--- config.mk ---
export PLATFORM = sky130hd
export DESIGN_NAME = vscale_hasti_arbiter
export DESIGN_NICKNAME = d
export VERILOG_FILES = /design/src/rtl/vscale_hasti_arbiter_pkg.sv /design/src/rtl/vscale_rr_arbiter2.sv /design/src/rtl/vscale_hasti_arbiter.sv
export SDC_FILE = /design/constraint.sdc
export NUM_CORES = 1
export LEC_CHECK = 0
export ABC_AREA = 1
export ABC_CLOCK_PERIOD_IN_PS = 1500
export BUFFER_PORTS_ARGS = -buffer_cell sky130_fd_sc_hd__buf_4
export CAP_MARGIN = 20
export CORE_AREA = 2 2 131 133
export DETAILED_ROUTE_END_ITERATION = 7
export DIE_AREA = 0 0 133 135
export SLEW_MARGIN = 30
export SYNTH_ARGS = -nofsm -noshare
export SYNTH_HDL_FRONTEND = slang
export SYNTH_SLANG_ARGS = --single-unit
--- constraint.sdc ---
create_clock -name clk -period 1.5 [get_ports clk]
set_input_delay 0.3 -clock clk [delete_from_list [all_inputs] [get_ports clk]]
set_output_delay 0.3 -clock clk [all_outputs]
set_load 0.03 [all_outputs]
--- src/rtl/vscale_hasti_arbiter_pkg.sv ---
// Shared HASTI (AHB-Lite) widths, encodings and master indices for the vscale bus arbiter.
// Address/control of a master travels as one packed struct so the grant mux stays a single select.
package vscale_hasti_arbiter_pkg;

   localparam int HASTI_ADDR_WIDTH  = 32;
   localparam int HASTI_BUS_WIDTH   = 32;
   localparam int HASTI_SIZE_WIDTH  = 3;
   localparam int HASTI_BURST_WIDTH = 3;
   localparam int HASTI_PROT_WIDTH  = 4;
   localparam int HASTI_TRANS_WIDTH = 2;
   localparam int HASTI_RESP_WIDTH  = 1;

   localparam logic [HASTI_TRANS_WIDTH-1:0] HASTI_TRANS_IDLE   = 2'd0;
   localparam logic [HASTI_TRANS_WIDTH-1:0] HASTI_TRANS_NONSEQ = 2'd2;
   localparam logic [HASTI_TRANS_WIDTH-1:0] HASTI_TRANS_SEQ    = 2'd3;

   localparam logic [HASTI_RESP_WIDTH-1:0] HASTI_RESP_OKAY  = 1'b0;
   localparam logic [HASTI_RESP_WIDTH-1:0] HASTI_RESP_ERROR = 1'b1;

   localparam logic HASTI_MASTER_IMEM = 1'b0;
   localparam logic HASTI_MASTER_DMEM = 1'b1;

   typedef struct packed {
      logic [HASTI_ADDR_WIDTH-1:0]  haddr;
      logic                         hwrite;
      logic [HASTI_SIZE_WIDTH-1:0]  hsize;
      logic [HASTI_BURST_WIDTH-1:0] hburst;
      logic                         hmastlock;
      logic [HASTI_PROT_WIDTH-1:0]  hprot;
      logic [HASTI_TRANS_WIDTH-1:0] htrans;
   } hasti_ctrl_t;

   function automatic logic hasti_is_req(input logic [HASTI_TRANS_WIDTH-1:0] trans);
      return (trans == HASTI_TRANS_NONSEQ) || (trans == HASTI_TRANS_SEQ);
   endfunction

endpackage

--- src/rtl/vscale_rr_arbiter2.sv ---
// Combinational two-way grant function: hold, single requester, contention (round-robin
// or dmem-priority), then park. Purely combinational, no state.
module vscale_rr_arbiter2
   import vscale_hasti_arbiter_pkg::*;
(
   input  logic [1:0] req,
   input  logic       hold,
   input  logic       held,
   input  logic       last,
   input  logic       mode,
   input  logic       park,
   output logic       grant
);

   always_comb begin
      grant = park;
      if (hold) begin
         grant = held;
      end else begin
         unique case (req)
            2'b01:   grant = HASTI_MASTER_IMEM;
            2'b10:   grant = HASTI_MASTER_DMEM;
            2'b11:   grant = mode ? HASTI_MASTER_DMEM : ~last;
            default: grant = park;
         endcase
      end
   end

endmodule

--- src/rtl/vscale_hasti_arbiter.sv ---
// Two-master (imem/dmem) to one-slave HASTI arbiter with separate address- and data-phase ownership.
// Zero added latency for a winning request; losers are stalled with hready low and hold their address.
module vscale_hasti_arbiter
   import vscale_hasti_arbiter_pkg::*;
#(
   parameter int PRIORITY_MODE = 0,
   parameter int PARK_MASTER   = 0
) (
   input  logic                         clk,
   input  logic                         reset,

   input  logic [HASTI_ADDR_WIDTH-1:0]  imem_haddr,
   input  logic                         imem_hwrite,
   input  logic [HASTI_SIZE_WIDTH-1:0]  imem_hsize,
   input  logic [HASTI_BURST_WIDTH-1:0] imem_hburst,
   input  logic                         imem_hmastlock,
   input  logic [HASTI_PROT_WIDTH-1:0]  imem_hprot,
   input  logic [HASTI_TRANS_WIDTH-1:0] imem_htrans,
   input  logic [HASTI_BUS_WIDTH-1:0]   imem_hwdata,
   output logic [HASTI_BUS_WIDTH-1:0]   imem_hrdata,
   output logic                         imem_hready,
   output logic [HASTI_RESP_WIDTH-1:0]  imem_hresp,

   input  logic [HASTI_ADDR_WIDTH-1:0]  dmem_haddr,
   input  logic                         dmem_hwrite,
   input  logic [HASTI_SIZE_WIDTH-1:0]  dmem_hsize,
   input  logic [HASTI_BURST_WIDTH-1:0] dmem_hburst,
   input  logic                         dmem_hmastlock,
   input  logic [HASTI_PROT_WIDTH-1:0]  dmem_hprot,
   input  logic [HASTI_TRANS_WIDTH-1:0] dmem_htrans,
   input  logic [HASTI_BUS_WIDTH-1:0]   dmem_hwdata,
   output logic [HASTI_BUS_WIDTH-1:0]   dmem_hrdata,
   output logic                         dmem_hready,
   output logic [HASTI_RESP_WIDTH-1:0]  dmem_hresp,

   output logic [HASTI_ADDR_WIDTH-1:0]  hasti_haddr,
   output logic                         hasti_hwrite,
   output logic [HASTI_SIZE_WIDTH-1:0]  hasti_hsize,
   output logic [HASTI_BURST_WIDTH-1:0] hasti_hburst,
   output logic                         hasti_hmastlock,
   output logic [HASTI_PROT_WIDTH-1:0]  hasti_hprot,
   output logic [HASTI_TRANS_WIDTH-1:0] hasti_htrans,
   output logic [HASTI_BUS_WIDTH-1:0]   hasti_hwdata,
   input  logic [HASTI_BUS_WIDTH-1:0]   hasti_hrdata,
   input  logic                         hasti_hready,
   input  logic [HASTI_RESP_WIDTH-1:0]  hasti_hresp
);

   localparam logic PARK = (PARK_MASTER != 0) ? HASTI_MASTER_DMEM : HASTI_MASTER_IMEM;
   localparam logic MODE = (PRIORITY_MODE != 0);

   logic        grant_q;
   logic        last_q;
   logic        dvalid_q;
   logic        downer_q;
   logic        lock_q;

   logic [1:0]  req;
   logic        hold;
   logic        arb_grant;
   logic        grant;
   logic        accept;

   hasti_ctrl_t imem_ctrl;
   hasti_ctrl_t dmem_ctrl;
   hasti_ctrl_t sel_ctrl;

   logic        imem_data_ok;
   logic        imem_addr_ok;
   logic        dmem_data_ok;
   logic        dmem_addr_ok;

   assign req[HASTI_MASTER_IMEM] = hasti_is_req(imem_htrans);
   assign req[HASTI_MASTER_DMEM] = hasti_is_req(dmem_htrans);

   // An unfinished burst or an open locked sequence keeps the bus with its current owner.
   assign hold = lock_q ||
                 (((grant_q == HASTI_MASTER_DMEM) ? dmem_htrans : imem_htrans) == HASTI_TRANS_SEQ);

   vscale_rr_arbiter2 u_arb (
      .req   (req),
      .hold  (hold),
      .held  (grant_q),
      .last  (last_q),
      .mode  (MODE),
      .park  (PARK),
      .grant (arb_grant)
   );

   assign grant = hasti_hready ? arb_grant : grant_q;

   assign imem_ctrl = '{haddr: imem_haddr, hwrite: imem_hwrite, hsize: imem_hsize,
                        hburst: imem_hburst, hmastlock: imem_hmastlock, hprot: imem_hprot,
                        htrans: imem_htrans};
   assign dmem_ctrl = '{haddr: dmem_haddr, hwrite: dmem_hwrite, hsize: dmem_hsize,
                        hburst: dmem_hburst, hmastlock: dmem_hmastlock, hprot: dmem_hprot,
                        htrans: dmem_htrans};
   assign sel_ctrl  = (grant == HASTI_MASTER_DMEM) ? dmem_ctrl : imem_ctrl;

   assign hasti_haddr     = sel_ctrl.haddr;
   assign hasti_hwrite    = sel_ctrl.hwrite;
   assign hasti_hsize     = sel_ctrl.hsize;
   assign hasti_hburst    = sel_ctrl.hburst;
   assign hasti_hmastlock = sel_ctrl.hmastlock;
   assign hasti_hprot     = sel_ctrl.hprot;
   assign hasti_htrans    = reset ? HASTI_TRANS_IDLE : sel_ctrl.htrans;

   assign accept = hasti_hready && hasti_is_req(hasti_htrans);

   assign hasti_hwdata = (downer_q == HASTI_MASTER_DMEM) ? dmem_hwdata : imem_hwdata;
   assign imem_hrdata  = hasti_hrdata;
   assign dmem_hrdata  = hasti_hrdata;

   assign imem_hresp = (dvalid_q && downer_q == HASTI_MASTER_IMEM) ? hasti_hresp : HASTI_RESP_OKAY;
   assign dmem_hresp = (dvalid_q && downer_q == HASTI_MASTER_DMEM) ? hasti_hresp : HASTI_RESP_OKAY;

   // A master is ready only when its own data phase (if any) completes and its address was taken.
   assign imem_data_ok = (dvalid_q && downer_q == HASTI_MASTER_IMEM) ? hasti_hready : 1'b1;
   assign dmem_data_ok = (dvalid_q && downer_q == HASTI_MASTER_DMEM) ? hasti_hready : 1'b1;
   assign imem_addr_ok = !req[HASTI_MASTER_IMEM] || (grant == HASTI_MASTER_IMEM && hasti_hready);
   assign dmem_addr_ok = !req[HASTI_MASTER_DMEM] || (grant == HASTI_MASTER_DMEM && hasti_hready);

   assign imem_hready = !reset && imem_data_ok && imem_addr_ok;
   assign dmem_hready = !reset && dmem_data_ok && dmem_addr_ok;

   always_ff @(posedge clk or posedge reset) begin
      if (reset) begin
         grant_q  <= PARK;
         last_q   <= ~PARK;
         dvalid_q <= 1'b0;
         downer_q <= HASTI_MASTER_IMEM;
         lock_q   <= 1'b0;
      end else begin
         grant_q <= grant;
         if (hasti_hready) begin
            if (accept) begin
               dvalid_q <= 1'b1;
               downer_q <= grant;
               last_q   <= grant;
               lock_q   <= hasti_hmastlock;
            end else begin
               dvalid_q <= 1'b0;
               lock_q   <= 1'b0;
            end
         end
      end
   end

endmodule

# After elaboration in Yosys (flattened, before gate mapping)
# Index checks and enable logic that the tools add are counted.
# classes
eq_ne	9
muxes	13
n_bitwise	3
n_reduce_logical	19
# op_table
operator	count
$mux 46	1
$mux 32	1
$eq 2x2->1 const B	9
$logic_and 1x1->1	9
$mux 1	8
$logic_or 1x1->1	6
$mux 2	2
$logic_not 1->1	3
$not 1->1	3
$pmux 1 s2	1
$reduce_and 2->1	1
# word_totals
regBits	5
out_inout_bits	146
word_cells	49

# Longest topological paths before layout
# Gate-level depths: netlist of the first run.
# depth
ltp_word	12
ltp_mapped	10
depth_no_buf	9

# Cells and area by module
# A second synthesis of the first run with hierarchy kept.
# hier_totals
cells_unflattened	276
area_unflattened_um2	1850.5
# modules_own_cells
module	n_inst	cells_per_inst	area_per_inst_um2	seq_area_each_um2
vscale_hasti_arbiter	1	266	1810.5	126.4
vscale_rr_arbiter2	1	10	40.0	0.0

# Worst setup path after synthesis of the first run
# No wires, ideal clock.
# synth_timing
path_type	input port to output port
start	input port hasti_hready
end	output port hasti_htrans[0]
t_arrival_ns	1.413
t_required_ns	1.200
path_slack_ns	-0.213
cell_stages	8
path_cell_list	buf_4 nand2_1 nor2_2 nand2_2 nand2_4 buf_6 nand2_1 a21oi_1
# synth_via
elab_chain_cells	3
# synth_lines
item	line	rtl
start: declaration	vscale_hasti_arbiter.sv:45	input logic hasti_hready,
$mux 1	vscale_hasti_arbiter.sv:90	assign grant = hasti_hready ? arb_grant : grant_q;
$mux 46	vscale_hasti_arbiter.sv:98	assign sel_ctrl = (grant == HASTI_MASTER_DMEM) ? dmem_ctrl : imem_ctrl;
$mux 2	vscale_hasti_arbiter.sv:106	assign hasti_htrans = reset ? HASTI_TRANS_IDLE : sel_ctrl.htrans;
end: declaration	vscale_hasti_arbiter.sv:42	output logic [HASTI_TRANS_WIDTH-1:0] hasti_htrans,
# No other way between the ends.

# Worst setup path in the final report of the first run
# layout_timing
start	register last_q
end	output port hasti_htrans[0]
# layout_via
elab_chain_cells	6
# layout_lines
item	line	rtl
start: declaration	vscale_hasti_arbiter.sv:53	logic last_q;
start signal: assignment	vscale_hasti_arbiter.sv:129	last_q <= ~PARK;
start signal: assignment	vscale_hasti_arbiter.sv:139	last_q <= grant;
$not 1->1	vscale_rr_arbiter2.sv:23	2'b11: grant = mode ? HASTI_MASTER_DMEM : ~last;
$pmux 1 s2	vscale_rr_arbiter2.sv:20	unique case (req)
$mux 1	vscale_rr_arbiter2.sv:17	if (hold) begin
$mux 1	vscale_hasti_arbiter.sv:90	
$mux 46	vscale_hasti_arbiter.sv:98	
$mux 2	vscale_hasti_arbiter.sv:106	
# No other way between the ends.

==> summary.md, run 1 <==
| Metric | Value |
|---|---|
| H-Tree Depth | `1` |
| Vias in the first global route | `2,990` |
| CP Launch Type | `flip-flop` |
| Netlist cell types | `20` |
| DP Area | `3780 µm²` |
| RR Startpoint | `last_q` |
| Die extent in y | `roughly 140 µm` |
| Largest net degree at the start of global routing | `39` |
| Nets@finish | `about 760` |
| Initial DRC Count | `34` |
| Root Driver | `clkbuf_16` |
| Initial core utilization | `0.110` |
| Final Cell Area | `4840 µm²` |
| Initial antenna violation count | `0` |
| Via count | `2,910` |
| First-pass GRT wire length | `15,000 µm` |
| RSZ-0062 raised after global routing | `true` |
| Leakage power of the design | `~0.0027 µW` |
| Data arrival time of the critical path | `1.64 ns` |
| Vias per inst | `around 3.7` |
| Status | `finished with violations` |
| Required time of the critical path | `1.20 ns` |
| Max Clock Freq | `516 MHz` |
| Buffers on Ports | `241` |
| Peak VDD IR | `0.655 mV` |
| Final Instance Count excl. Fillers | `approximately 800` |
| # diodes | `0` |
| Post-synthesis register bit count | `5` |
| Min Tclk post-route | `slightly below 2 ns` |
| Aggregate global-route resource usage | `0.107` |
| CTS Buffer Depth | `2` |
| Multi-input gate area | `between 1500 and 2000 µm²` |
| DRC violations left | `0` |
| Critical Path Sink Type | `output pin` |
| Mapped Area | `1800 µm²` |
| CP Launch Point | `last_q` |
| Final Power | `6200 µW` |
| Failing checks | `negative setup slack` |
| Sequential cell area fraction in the yosys report | `0.0703` |
| Die area | `18,000 µm²` |
| Num Clock Sinks | `5` |
| GPL Wtd Cong | `0.755` |
| Mapped Nets | `~560` |
| Setup Skew | `0.00169 ns` |
| Yosys Warn Count | `0` |
| Cells after Synth | `365` |
| # IOs | `around 340` |
| Die W | `133 µm` |
| DP Cell Count | `765` |
| Final hold violation count | `0` |
| Worst hold path class | `input pin to async pin` |
| Area Growth Syn to Fin | `169%` |
| Reg area | `about 130 µm²` |
| Gr ovfl total | `0` |
| Setup ws final | `-0.438 ns` |
| Max-slew violations | `0` |
| Clk_lat worst skew | `0.23 ns` |
| Post-route ant nets | `0` |
| Final period utilization | `1.29` |
| Worst-Margin Slew | `0.219 ns` |
| TritonCTS clock tree | `built` |
| Core area | `16,400 µm²` |
| Total wire length | `~10,000 µm` |
| DRT Pass-1 Iters | `4` |
| Num CTS Buffers | `3` |
| Routed wire length per instance | `13.4 µm` |
| Power Dens Cells | `about 1300 nW/µm²` |
| Final HPWL DP | `7410 µm` |
| Share of cells above drive strength 1 | `0.758` |
| Setup-failing EPs final | `a little over 80` |
| Fillers | `1,758` |
| Crit-path max FO | `6` |
| Crit path kind | `flip-flop to output pin` |
| Worst rel slew slack | `0.853` |
| Max cap viols | `0` |
| Num rows | `47` |
| Clk slew on worst S/H paths | `0.03 ns` |
| Syn avg cell area | `between 4 and 5 µm²` |
## kinds of logic (layout without fill, tap and decap cells)
| kind of cell | after synthesis | in the layout | share of synthesized area |
|---|---|---|---|
| simple gates | 256 | 256 | 0.548 |
| flops | 5 | 5 | 0.0703 |
| compound gates | 7 | 7 | 0.0223 |
| buf+inv | 97 | 294 | 0.360 |
## cell usage in the layout (no fill, tap or decap), types with 2 or more instances in the layout
cell,n
buf_12,8
buf_16,2
buf_4,193
buf_6,67
buf_8,2
clkbuf_16,4
dfrtp_1,4
inv_1,11
inv_2,3
nand2_1,107
nand2_2,56
nand2_4,82
nand3_1,5
nor2_1,3
## per-layer routing
layer  wire length (µm)  vias to the layer above  global-route usage
met3               1280                       14              0.0480
met1               3420                     1261               0.102
met5                  0                        -                   0
li1                   -                     1414                   -
met2               5520                      221               0.202
met4                235                        0              0.0412
## final cells by class
type,count,area share
repair buffers,274,0.513
multi-input cells,263,0.373
well taps,220,0.0569
flip-flops and latches,5,0.0261
clock buffers,4,0.0163
inverters,16,0.0150
## where the power goes
| part | switching (µW) | leakage [µW] | internal, µW |
|---|---|---|---|
| sequential | 27.5 | 0.0000613 | 177 |
| combinational | 3120 | 0.00260 | 2440 |
| clock | 85.4 | 0.0000382 | 352 |
| total | 3230 | 0.00269 | 2970 |
## flip-flops by register name (all words and copies together), names as in the netlist
name / flops
grant_q: 1
downer_q: 1
dvalid_q: 1
lock_q: 1
last_q: 1
## per-stage QoR
step / TNS, ns / hold slack [ns] / util / worst slack [ns]
floorplan: -0.693 / 0.0943 / - / -0.0487
global placement: -6.78 / 0.222 / 0.231 / -0.171
detailed placement: -7.55 / 0.213 / 0.231 / -0.209
CTS: -23.06 / 0.143 / 0.288 / -0.436
global route: -26.51 / 0.173 / 0.295 / -0.535
finish: -20.77 / 0.141 / 0.295 / -0.438
## critical path: stages (launching register included)
cell and delay (ns):
dfstp_2 0.52, inv_1 0.03, nand2_1 0.05, nand2_1 0.06, nand2_2 0.09, nand2_4 0.09
inv_8 0.09, buf_8 0.12, nand2_2 0.05, a21oi_2 0.15, buf_6 0.15
## Yosys cell counts
cell type,instances,area share
clkbuf_1,6,0.013
o21bai_1,1,0.0042
inv_4,1,0.0035
nand2_4,1,0.0063
a21oi_1,3,0.0083
nand2_1,242,0.51
nor2_1,3,0.0063
buf_2,5,0.014
nor2_2,1,0.0035
inv_1,14,0.029
clkinv_1,1,0.0021
buf_6,3,0.019
nand2_2,2,0.0070
dfrtp_1,4,0.056
nor3_1,1,0.0028
buf_4,67,0.28
o31ai_1,1,0.0042
dfstp_2,1,0.015
o21ai_0,2,0.0056
nand3_1,6,0.017
## timing repair
action	in CTS	in global routing
endpoints found under the hold margin	1	0
hold buffers	1	0
pin swaps	30	22
gates resized for setup	182	54
cloned	6	1
setup buffers	9	3
endpoints found under the setup margin	81	82
## worst paths after layout
| kind | to | slack, ns | cells past startpoint |
|---|---|---|---|
| setup / recovery | hasti_htrans[0] | -0.44 | 10 |
| hold / removal | grant_q | 0.14 | 3 |
| setup reg to reg | lock_q | -0.03 | 11 |
| hold reg to reg | last_q | 0.59 | 3 |
| max in group asynchronous | dvalid_q | 0.84 | 3 |
| min in group clk | dvalid_q | 0.47 | 3 |
No activity file was read; power rests on OpenSTA's default activity.
==> run 2, diff against run 1 <==
- BUFFER_PORTS_ARGS: -buffer_cell sky130_fd_sc_hd__buf_4 -> not set
- DONT_BUFFER_PORTS: not set -> 1
- RECOVER_POWER: not set -> 25
==> run 2 against run 1 <==
Effect of this change: utilization down 8.7 points; register-to-register slack better by 0.11 ns; final cell count down 30%; highest routed layer unchanged; via count down 27%; largest power group unchanged; critical path type unchanged; the flow still finishes with violations (negative setup slack); setup slack better by 0.049 ns.
==> summary.md, run 2 (synthesis results as in run 1) <==
| Metric | Value |
|---|---|
| Setup ws final | `-0.389 ns` |
| DP Area | `just over 2000 µm²` |
| Cell-internal power | `2190 µW` |
| Crit-path max FO | `11` |
| Initial DRC Count | `48` |
| H-Tree Depth | `1` |
| Final HPWL DP | `roughly 6300 µm` |
| Met3 usage | `0.0360` |
| Worst-Margin Slew | `0.186 ns` |
| Max cap viols | `0` |
| Net Sw Frac | `0.597` |
| DRT Pass-1 Iters | `4` |
| Buffers on Ports | `0` |
| Die area | `18,000 µm²` |
| CTS Buffer Depth | `2` |
| Num CTS Buffers | `3` |
| Worst rel slew slack | `0.875` |
| Logic gate share of total power | `0.881` |
| First-pass GRT wire length | `around 10,000 µm` |
| Sequential power share | `0.038` |
| Clk_lat worst skew | `0.23 ns` |
| CP cell instances | `inv_2, nand2_1, nand2_1, nand2_2, nand2_4, buf_12, buf_12, nand2_1, nand2_4` |
| Power Dens Cells | `approximately 1600 nW/µm²` |
| Commonest non-fill, non-tap cell in the layout | `nand2_4` |
| GRT Max-Usage Layer | `met2` |
| Required time of the critical path | `1.20 ns` |
| Num Clock Sinks | `5` |
| Post-route ant nets | `0` |
| Final hold violation count | `0` |
| Via count | `2,117` |
| Final Cell Area | `3420 µm²` |
| Largest net degree at the start of global routing | `35` |
| Failing checks | `negative setup slack` |
| Vias per inst | `3.84` |
| RSZ-0062 raised after global routing | `true` |
| Setup-failing EPs final | `between 80 and 90` |
| Initial core utilization | `0.110` |
| Status | `finished with violations` |
| Leakage power of the design | `approximately 0.0017 µW` |
| Gr ovfl total | `0` |
| Routed wire length per instance | `16.7 µm` |
| Total wire length | `just over 9000 µm` |
| Setup Skew | `0.00422 ns` |
| Share of cells above drive strength 1 | `0.673` |
| P_sw | `3260 µW` |
| Die extent in y | `135 µm` |
| Met2 Resource Use GR | `0.151` |
| Crit-path slowest cell | `dfstp_2` |
| Core area | `16,400 µm²` |
| Root Driver | `clkbuf_16` |
| Setup TNS | `-18.72 ns` |
| DRC violations left | `0` |
| # IOs | `~340` |
| TritonCTS clock tree | `built` |
| Peak VDD IR | `roughly 0.65 mV` |
| Worst hold path class | `input pin to flip-flop` |
| Max stage delay on crit path | `between 0.5 and 0.6 ns` |
| Max Clock Freq | `529 MHz` |
| Commonest non-fill, non-tap cells in the layout | `nand2_4, nand2_1, nand2_2, buf_12, nand2_8` |
| Critical Path Sink Type | `output pin` |
| Crit path kind | `flip-flop to output pin` |
| Aggregate global-route resource usage | `0.0798` |
| Top cell by count, worst path | `nand2_1` |
| Clk slew on worst S/H paths | `0.04 ns` |
| Initial antenna violation count | `1` |
| Area Growth Syn to Fin | `90.2%` |
| Max-slew violations | `0` |
| Nets@finish | `523` |
| Final period utilization | `1.26` |
| Data arrival time of the critical path | `about 1.6 ns` |
| Vias in the first global route | `1,912` |
| Grt met1 use | `0.0663` |
| CP Launch Type | `flip-flop` |
| Clock power frac | `0.081` |
| Min Tclk post-route | `around 1.9 ns` |
| GPL Wtd Cong | `between 0.7 and 0.8` |
| Die W | `approximately 130 µm` |
| Num rows | `47` |
## run 2: power groups by stage
stage          combinational, µW  sequential [µW]  clock (µW)
2_1_floorplan               2750              191           0
3_3_place_gp                2890              194           0
3_5_place_dp                2920              195           0
4_1_cts                     3710              203         447
5_1_grt                     5040              214         454
6_report                    4800              209         442
## run 2: worst paths after layout
check	start	endpoint	slack [ns]	depth (start not counted)
worst max-delay path	last_q	hasti_haddr[25]	-0.39	9
worst min-delay path	hasti_hready	dvalid_q	0.19	1
worst max register to register	last_q	lock_q	0.08	10
worst min register to register	last_q	last_q	0.60	3
max in group asynchronous	reset	last_q	0.79	3
min in group asynchronous	reset	dvalid_q	0.44	2
## run 2: per-stage QoR
stage | hold slack [ns] | power, µW | util | instances | setup slack, ns
after floorplan | 0.0943 | 2940 | - | 365 | -0.0487
after global placement | 0.0899 | 3090 | 0.126 | 529 | -0.165
after detailed placement | 0.0872 | 3120 | 0.126 | 529 | -0.197
after CTS | 0.186 | 4360 | 0.160 | 542 | -0.392
after global routing | 0.198 | 5710 | 0.208 | 551 | -0.450
final | 0.191 | 5450 | 0.208 | 551 | -0.389
## run 2: cell type report
| type | instances | area (µm²) |
|---|---|---|
| Fill cell | 1787 | 13000 |
| Tap cell | 220 | 275 |
| Clock buffer | 3 | 75.1 |
| Sequential cell | 5 | 128 |
| Timing Repair Buffer | 42 | 641 |
| Multi-Input combinational cell | 263 | 2220 |
| Clock inverter | 1 | 5.00 |
| Inverter | 16 | 77.6 |
| Antenna cell | 1 | 2.50 |
## run 2: critical path, delay by kind of cell, from the launching register on
family	cells	cell delay (ns)
flip-flops	1	0.53
AND/OR/NAND/NOR	6	0.49
buffers and inverters	3	0.32
## run 2: timing repair
item	CTS	global route
setup endpoints to repair	82	86
hold buffers	2	0
setup buffers	4	5
hold endpoints to repair	2	0
resized for setup	101	167
gates cloned	3	6
pin swaps	10	46
## run 2: routing by layer
metal	vias to the layer above	routed length, µm
li1	954	-
met1	926	2770
met2	216	4840
met3	21	1110
met4	0	493
met5	-	0
